<file path="src/rtl/rr_arb_pkg.sv">
`default_nettype none
// +--------------------------------------------------------------------------+
// | Module   : rr_arb_pkg                                                    |
// | Purpose  : Shared sizes, FSM state encoding and small index helpers for  |
// |            the three-way round-robin arbiter (rr_arb3 / rr_pick3).       |
// | Contents : N_REQ, ID_W, c_IDLE / c_OWN, onehot3(), idx_next()            |
// | Revision : 1.0 - initial release                                         |
// +--------------------------------------------------------------------------+
package rr_arb_pkg;

    localparam int N_REQ = 3;
    localparam int ID_W  = 2;

    // Arbiter FSM encoding
    localparam logic [0:0] c_IDLE = 1'b0;
    localparam logic [0:0] c_OWN  = 1'b1;

    // Requester index -> one-hot grant vector; out-of-range index gives zero.
    function automatic logic [N_REQ-1:0] onehot3(input logic [ID_W-1:0] idx);
        logic [N_REQ-1:0] v;
        v = '0;
        case (idx)
            2'd0:    v = 3'b001;
            2'd1:    v = 3'b010;
            2'd2:    v = 3'b100;
            default: v = '0;
        endcase
        return v;
    endfunction

    // Modulo-3 increment: 0->1->2->0
    function automatic logic [ID_W-1:0] idx_next(input logic [ID_W-1:0] idx);
        return (idx >= 2'd2) ? 2'd0 : idx + 2'd1;
    endfunction

endpackage
`default_nettype wire

</file>
<file path="src/rtl/rr_pick3.sv">
`default_nettype none
// +--------------------------------------------------------------------------+
// | Module   : rr_pick3                                                      |
// | Purpose  : Combinational rotating-priority picker. Returns the first     |
// |            requester found scanning i_pri, i_pri+1, i_pri+2 (mod 3),     |
// |            optionally excluding one index.                               |
// | Ports    : i_req      [3] request vector                                 |
// |            i_pri      [2] index scanned first                            |
// |            i_mask_idx [2] index excluded from the scan when i_mask_en=1  |
// |            i_mask_en  [1] enable the exclusion                           |
// |            o_found    [1] some eligible requester exists                 |
// |            o_idx      [2] chosen index (0 when o_found=0)                |
// | Revision : 1.0 - initial release                                         |
// +--------------------------------------------------------------------------+
module rr_pick3
    import rr_arb_pkg::*;
(
    input  logic [N_REQ-1:0] i_req,
    input  logic [ID_W-1:0]  i_pri,
    input  logic [ID_W-1:0]  i_mask_idx,
    input  logic             i_mask_en,
    output logic             o_found,
    output logic [ID_W-1:0]  o_idx
);

    logic [N_REQ-1:0] w_elig;
    logic [ID_W-1:0]  w_cand;

    assign w_elig = i_req & ~(i_mask_en ? onehot3(i_mask_idx) : {N_REQ{1'b0}});

    always_comb begin
        o_found = 1'b0;
        o_idx   = '0;
        w_cand  = i_pri;
        for (int k = 0; k < N_REQ; k++) begin
            if (!o_found && w_elig[w_cand]) begin
                o_found = 1'b1;
                o_idx   = w_cand;
            end
            w_cand = idx_next(w_cand);
        end
    end

endmodule
`default_nettype wire

</file>
<file path="src/rtl/rr_arb3.sv">
`default_nettype none
// +--------------------------------------------------------------------------+
// | Module   : rr_arb3                                                       |
// | Purpose  : Round-robin arbiter sharing one resource among three          |
// |            requesters. Registered one-hot grant; the owner keeps the     |
// |            grant while requesting, limited to MAX_HOLD consecutive       |
// |            cycles when others are waiting (0 = no limit).                |
// | Params   : MAX_HOLD - hold limit before forced handover (0 = unlimited)  |
// |            CNT_W    - hold counter width, 2**CNT_W > MAX_HOLD            |
// | Ports    : CK      in  [1] clock, rising edge                            |
// |            RN      in  [1] asynchronous active-low reset                 |
// |            REQ     in  [3] level requests, bit i = requester i           |
// |            GNT     out [3] registered one-hot (or zero) grant            |
// |            GNT_ID  out [2] owner index, meaningful while BUSY=1          |
// |            BUSY    out [1] any grant bit set                             |
// |            PREEMPT out [1] one-cycle pulse on a forced handover          |
// | Revision : 1.0 - initial release                                         |
// +--------------------------------------------------------------------------+
module rr_arb3
    import rr_arb_pkg::*;
#(
    parameter int MAX_HOLD = 8,
    parameter int CNT_W    = 4
)(
    input  logic             CK,
    input  logic             RN,
    input  logic [N_REQ-1:0] REQ,
    output logic [N_REQ-1:0] GNT,
    output logic [ID_W-1:0]  GNT_ID,
    output logic             BUSY,
    output logic             PREEMPT
);

    // Counter stops at the hold limit; with no limit it parks at all-ones.
    localparam logic [CNT_W-1:0] c_CNT_SAT =
        (MAX_HOLD != 0) ? CNT_W'(MAX_HOLD) : {CNT_W{1'b1}};

    logic [0:0]       r_state;
    logic [ID_W-1:0]  r_pri;
    logic [CNT_W-1:0] r_cnt;
    logic [N_REQ-1:0] r_gnt;
    logic [ID_W-1:0]  r_gnt_id;
    logic             r_busy;
    logic             r_preempt;

    logic             w_own_req;
    logic             w_others;
    logic             w_release;
    logic             w_preempt;
    logic             w_handover;
    logic [ID_W-1:0]  w_pick_pri;
    logic             w_found;
    logic [ID_W-1:0]  w_pick;

    assign w_own_req  = REQ[r_gnt_id];
    assign w_others   = |(REQ & ~onehot3(r_gnt_id));
    assign w_release  = (r_state == c_OWN) && !w_own_req;
    assign w_preempt  = (r_state == c_OWN) && w_own_req && (MAX_HOLD != 0) &&
                        (r_cnt == c_CNT_SAT) && w_others;
    assign w_handover = w_release || w_preempt;

    // On any handover the scan restarts just past the outgoing owner and the
    // outgoing owner is masked, so it cannot win back a preemption.
    assign w_pick_pri = w_handover ? idx_next(r_gnt_id) : r_pri;

    rr_pick3 u_pick (
        .i_req      (REQ),
        .i_pri      (w_pick_pri),
        .i_mask_idx (r_gnt_id),
        .i_mask_en  (w_handover),
        .o_found    (w_found),
        .o_idx      (w_pick)
    );

    always_ff @(posedge CK or negedge RN) begin
        if (!RN) begin
            r_state   <= c_IDLE;
            r_pri     <= '0;
            r_cnt     <= '0;
            r_gnt     <= '0;
            r_gnt_id  <= '0;
            r_busy    <= 1'b0;
            r_preempt <= 1'b0;
        end else begin
            r_preempt <= w_preempt;
            case (r_state)
                c_IDLE: begin
                    if (w_found) begin
                        r_state  <= c_OWN;
                        r_gnt    <= onehot3(w_pick);
                        r_gnt_id <= w_pick;
                        r_busy   <= 1'b1;
                        r_cnt    <= CNT_W'(1);
                    end
                end
                c_OWN: begin
                    if (w_handover) begin
                        r_pri <= w_pick_pri;
                        if (w_found) begin
                            r_gnt    <= onehot3(w_pick);
                            r_gnt_id <= w_pick;
                            r_cnt    <= CNT_W'(1);
                        end else begin
                            r_state <= c_IDLE;
                            r_gnt   <= '0;
                            r_busy  <= 1'b0;
                            r_cnt   <= '0;
                        end
                    end else if (r_cnt != c_CNT_SAT) begin
                        r_cnt <= r_cnt + 1'b1;
                    end
                end
                default: r_state <= c_IDLE;
            endcase
        end
    end

    assign GNT     = r_gnt;
    assign GNT_ID  = r_gnt_id;
    assign BUSY    = r_busy;
    assign PREEMPT = r_preempt;

endmodule
`default_nettype wire

</file>
<file path="config.mk">
export PLATFORM = sky130hd
export DESIGN_NAME = rr_arb3
export DESIGN_NICKNAME = d
export VERILOG_FILES = /design/src/rtl/rr_arb_pkg.sv /design/src/rtl/rr_pick3.sv /design/src/rtl/rr_arb3.sv
export SDC_FILE = /design/constraint.sdc
export NUM_CORES = 1
export LEC_CHECK = 0
export ABC_AREA = 1
export BUFFER_PORTS_ARGS = -buffer_cell sky130_fd_sc_hd__buf_2
export CAP_MARGIN = 15
export CORE_MARGIN = 1.5
export CORE_UTILIZATION = 40
export CTS_CLUSTER_SIZE = 10
export DETAILED_ROUTE_END_ITERATION = 16
export GPL_TIMING_DRIVEN = 0
export PLACE_DENSITY = 0.65
export REMOVE_ABC_BUFFERS = 1
export SYNTH_ARGS = -nofsm -noshare
export SYNTH_HDL_FRONTEND = slang
export SYNTH_SLANG_ARGS = --single-unit
</file>
<file path="constraint.sdc">
create_clock -name CK -period 2.4 [get_ports CK]
set_input_delay 0.12 -clock CK [delete_from_list [all_inputs] [get_ports CK]]
set_output_delay 0.12 -clock CK [all_outputs]
set_load 0.05 [all_outputs]
</file>
After elaboration in Yosys (flattened, before gate mapping)
Cells that the tools add are included.
- register bits after elaboration: 14
- bits of input ports: 5
- output and inout port bits: 7
- word-level logic and storage cells: 90
- $add $sub $neg: 4
- order comparisons: 7
- eq/ne operators: 10
- multiplexer cells: 40
- bitwise operators: 5
- reduce and logical (&&, ||, !) cells: 17
- operators by type and width (operator ; count):
    2-bit 2-to-1 mux ; 9
    3-bit case mux with 3 select lines ; 2
    1-bit 2-to-1 mux ; 13
    2-bit by 3-bit < comparator with 1-bit output, second input constant ; 4
    3-bit 2-to-1 mux ; 4
    4-bit 2-to-1 mux ; 3
    1-bit binary-select mux with 2-bit select ; 4
    4-bit case mux with 2 select lines ; 1
    2-bit by 1-bit adder with 2-bit output, second input constant ; 3
    3-bit AND ; 2
    2-bit greater-or-equal comparator, second input constant ; 3
    1-bit logical AND ; 6
    3-bit NOT ; 2
    3-bit case mux with 2 select lines ; 1
    2-bit AND reduction ; 3
    4-bit by 1-bit adder with 4-bit output, second input constant ; 1
    2-bit by 1-bit equality test with 1-bit output, second input constant ; 2
    2-bit equality test, second input constant ; 2
    4-bit equality test, second input constant ; 1
    2-bit logical NOT ; 2
    2-bit by 1-bit != test with 1-bit output, second input constant ; 2
    4-bit != test, second input constant ; 1
    1-bit case mux with 2 select lines ; 2
    2-bit case mux with 2 select lines ; 1
    other kinds (7) ; 9

Longest topological paths before layout
- depth after elaboration: 24
- depth in mapped cells: 17
- mapped depth without buffers: 17

Modules after synthesis
A second synthesis with hierarchy kept.
- cell total of the unflattened synthesis: 135
- area total of the unflattened synthesis: 1002.2 µm²
- by module, submodules not included (module ; times used ; cells each ; area an instance (µm²) ; sequential area each (µm²)):
    rr_arb3 ; 1 ; 95 ; 784.5 ; 350.3
    rr_pick3 ; 1 ; 40 ; 217.7 ; 0.0

Least setup slack after synthesis
Ideal clock, no wire load.
- path kind: flip-flop to flip-flop
- start point: reg r_gnt_id[0], in the netlist GNT_ID[0]
- end point: reg r_cnt[0]
- setup time: 0.116 ns
- arrival: 2.146 ns
- required time: 2.284 ns
- slack: 0.138 ns
- stages on the path, launching flop included: 14
- path buffers: 0
- period minus slack after synthesis: 2.262 ns
- cell sequence: dfrtp_1 > inv_1 > nand3_1 > nand4_1 > nand2_4 > nand2_1 > nand2_1 > nand3_1 > nand3_2 > nand3_4 > o21ai_4 > inv_1 > nand2_1 > nand2_1
- word-level cells in the longest chain between the ends: 22
- elaborated cells on any way between the ends: 47
- those cells by class: add/sub: 3; order compare: 3; eq/ne: 4; mux: 20; bitwise: 4; reduce/logical: 13
- ends and longest elaborated chain (what ; line ; source):
    start, declared ; rr_arb3.sv:42 ; logic [ID_W-1:0] r_gnt_id;
    start signal, assigned ; rr_arb3.sv:91 ; r_gnt_id <= w_pick;
    start signal, assigned ; rr_arb3.sv:101 ; r_gnt_id <= w_pick;
    branches (longest 22 deep; another with 2-bit by 1-bit adder with 2-bit output) ; -- ;
    end signal, assigned ; rr_arb3.sv:110 ; r_cnt <= r_cnt + 1'b1;
    end, declared ; rr_arb3.sv:40 ; logic [CNT_W-1:0] r_cnt;
Parallel ways; which one is timed is not known. The select of a mux whose other input is x is not followed.
A chain may end at the register's enable or synchronous reset.

Worst setup path in the final report
- start point: reg r_cnt[0]
- end point: reg r_gnt[0], in the netlist GNT[0]
- word-level cells in the longest chain between the ends: 21
- elaborated cells on any way between the ends: 41
- those cells by class: add/sub: 2; order compare: 2; eq/ne: 5; mux: 21; bitwise: 2; reduce/logical: 9
- ends and longest elaborated chain (what ; line ; source):
    4-bit equality test * ; rr_arb3.sv:59 ; (r_cnt == c_CNT_SAT) && w_others;
    1-bit logical AND * ; rr_arb3.sv:58 ; assign w_preempt = (r_state == c_OWN) && w_own_req && (MAX_HOLD != 0) &&
    1-bit logical AND * ; rr_arb3.sv:59 ;
    1-bit logical OR * ; rr_arb3.sv:60 ; assign w_handover = w_release || w_preempt;
    branches (longest 17 deep; another with 2-bit by 1-bit adder with 2-bit output) ; -- ;
    end signal, assigned ; rr_arb3.sv:90 ; r_gnt <= onehot3(w_pick);
    end signal, assigned ; rr_arb3.sv:100 ; r_gnt <= onehot3(w_pick);
    end, declared ; rr_arb3.sv:41 ; logic [N_REQ-1:0] r_gnt;
Every way passes the cells marked *. The select of a mux whose other input is x is not followed.

==> impl_metrics.tcl <==
set metrics [dict create \
    status "finished, final reports clean" \
    fp.dieH_um 52.5 \
    rows 17 \
    place_ws_ns 0.0161 \
    yosysSeqAreaShare_pct 35.8 \
    max_cap_viol_count 0 \
    synth_seq_cells 14 \
    synthSimpleGateAreaFrac_pct 45.6 \
    path_class "register to register" \
    first_pass_iters 4 \
    setup_ws_ns 0.0782 \
    ioPinCount 12 \
    tightest_slew_ns 0.344 \
    drtIter0Drc 13 \
    r2r-start "r_cnt[0]$_DFFE_PN0P_" \
    cts-root-buf "clkbuf_4" \
    syn_area_um2 980 \
    first_global_vias 816 \
    clk_pin_slew_ns 0.10 \
    critPathSlowestCell "dfrtp_1" \
    coreArea_mm2 0.00225 \
    initial_core_util_pct 43.5 \
    final_cell_mix "nand2_1, nand3_1, inv_1" \
    post-route-period-util_pct 96.7 \
    dpl.hpwl_um 1560 \
    grt_usage_pct 17.8 \
    grt_max_degree 15 \
    post-route-drc-count 0 \
    synth_top_family_by_area "simple AND/OR/NAND/NOR gates" \
    cts_buffers 3 \
    min_period_ns 2.32 \
    synthDistinctLibCells 19 \
    clock_latency_ns 0.29 \
    yosys-mux-area-fraction_pct 0 \
    critPathMaxStageDelay_ns 0.41 \
    synth.avg_cell_area_um2 6.85 \
    fmax_mhz 431 \
    cp_max_fo 6 \
    clockBufferDepth 2 \
    r2r_slack_ns 0.08 \
    io_buffers 11 \
    maxSlewHeadroom_pct 77.1 \
    layout_commonest_cell "nand2_1" \
    areaGrowthSynthToFinish_pct 41.8 \
    synth-warning-count 0 \
    vias 1018 \
    finalSetupViolCount 0 \
    startpoint "r_cnt[0]$_DFFE_PN0P_" \
    routed_wl_um 2520 \
    arrival_ns 2.51 \
    die-width_um 52.5 \
    gp_congestion 0.790 \
    final_nets 180 \
    skew_ns 0.00385 \
    critPathRequiredTime_ns 2.59 \
    drv_slew 0 \
    hold_violations 0 \
    ant_nets 0 \
    drive_gt1_share_pct 41.3 \
    worstSetupEndpointType "register" \
    grt.overflow.total 0 \
    antenna_found_initial 0 \
    grt_pass1_wl_um 3490 \
    wire_per_inst_um 12.6 \
    clock-sinks 14 \
    cts_tree "yes" \
    crit_path_cell_trace "inv_2, ha_2, nand2_2, nor3_4, nand3_4, buf_6, nand3_2, nand2_8, inv_4, nand2_2, nand3_4, buf_4, nand3_1, nor2_1, nor2_1, nand3_1, nand2_1" \
    cts_htree_levels 1 \
    synth_xor_area_share_pct 1.79 \
    die_area_mm2 0.00276 \
    diodes 0 \
    min_path_type "input port to asynchronous set/reset pin" \
    synth_compound_area_share_pct 6.26 \
    hold_ws_ns 0.246 \
    synthCells 143 \
    vias_per_cell 5.09 \
    start_kind "register" \
    yosys.area_share.adder_pct 2.55 \
]
==> metal layers <==
metal | share of wire, % | global-route usage (%)
met1 | 45 | 22.9
met2 | 49 | 27.9
met5 | 0 | 0
met3 | 5.3 | 6.57
met4 | 0.75 | 5.13
==> worst max-delay path: cells and delay by family, from the launching register on <==
kind | cells | cell delay, ns
adders and majority gates | 1 | 0.16
buffers and inverters | 4 | 0.44
and+or+nand+nor | 12 | 1.19
DFF | 1 | 0.41
==> cell type report <==
cell class	instances	area, um2
clock buffers	4	36.3
fillers	220	866
inverters	19	73.8
multi-input cells	109	713
flip-flops and latches	14	353
well taps	28	35.0
repair buffers	26	178
==> synthesized netlist by cell type <==
library cell,number,area [um2]
a21oi_1,1,5.00
buf_4,1,7.51
dfrtp_1,14,350
ha_1,2,25.0
inv_1,16,60.1
inv_2,3,11.3
nand2_1,51,191
nand2_2,1,6.26
nand2_4,2,22.5
nand3_1,23,115
nand3_2,3,30.0
nand3_4,1,17.5
nand4_1,2,12.5
nor2_1,11,41.3
nor3_2,1,10.0
o21ai_0,5,25.0
o21ai_1,3,15.0
o21ai_4,1,16.3
xor2_1,2,17.5
==> final timing paths <==
path	end	cells past startpoint
worst max-delay path	GNT[0]$_DFFE_PN0P_	17
worst min-delay path	r_pri[0]$_DFFE_PN0P_	2
worst max register to register	GNT[0]$_DFFE_PN0P_	17
worst min register to register	GNT[2]$_DFFE_PN0P_	2
max in group asynchronous	GNT_ID[1]$_DFFE_PN0P_	2
min in group CK	PREEMPT$_DFF_PN0_	5
==> repair_timing <==
action / in CTS / in global routing
hold endpoints to repair: 14 / 0
endpoints found under the setup margin: 3 / 10
setup buffers: 0 / 14
pin swaps: 1 / 13
gates resized for setup: 1 / 45
hold buffers: 1 / 0
==> sequential cells by signal, summed over array words and instances, names as in the netlist <==
register,cells
BUSY,1
GNT,3
GNT_ID,2
PREEMPT,1
r_cnt,4
r_pri,2
r_state,1
==> stage by stage <==
stage	setup TNS, ns	instance area (um2)	cells	util, %
after global placement	0	1060	181	47.1
after detailed placement	0	1060	181	47.1
after global routing	-0.482	1390	200	61.6
after floorplan	0	972	142	-
final	0	1390	200	61.6
after CTS	0	1110	186	49.2
==> logic make-up after synthesis <==
kind of cell             Yosys count
AO/OA/AOI/OAI                     10
adder cells (fa/ha/maj)            2
flip-flops                        14
XOR/XNOR                           2
buffers and inverters             20
AND/OR/NAND/NOR                   95
Power is not shown: default switching activity piles up to over one toggle a cycle in this logic, so the estimate is an artifact.
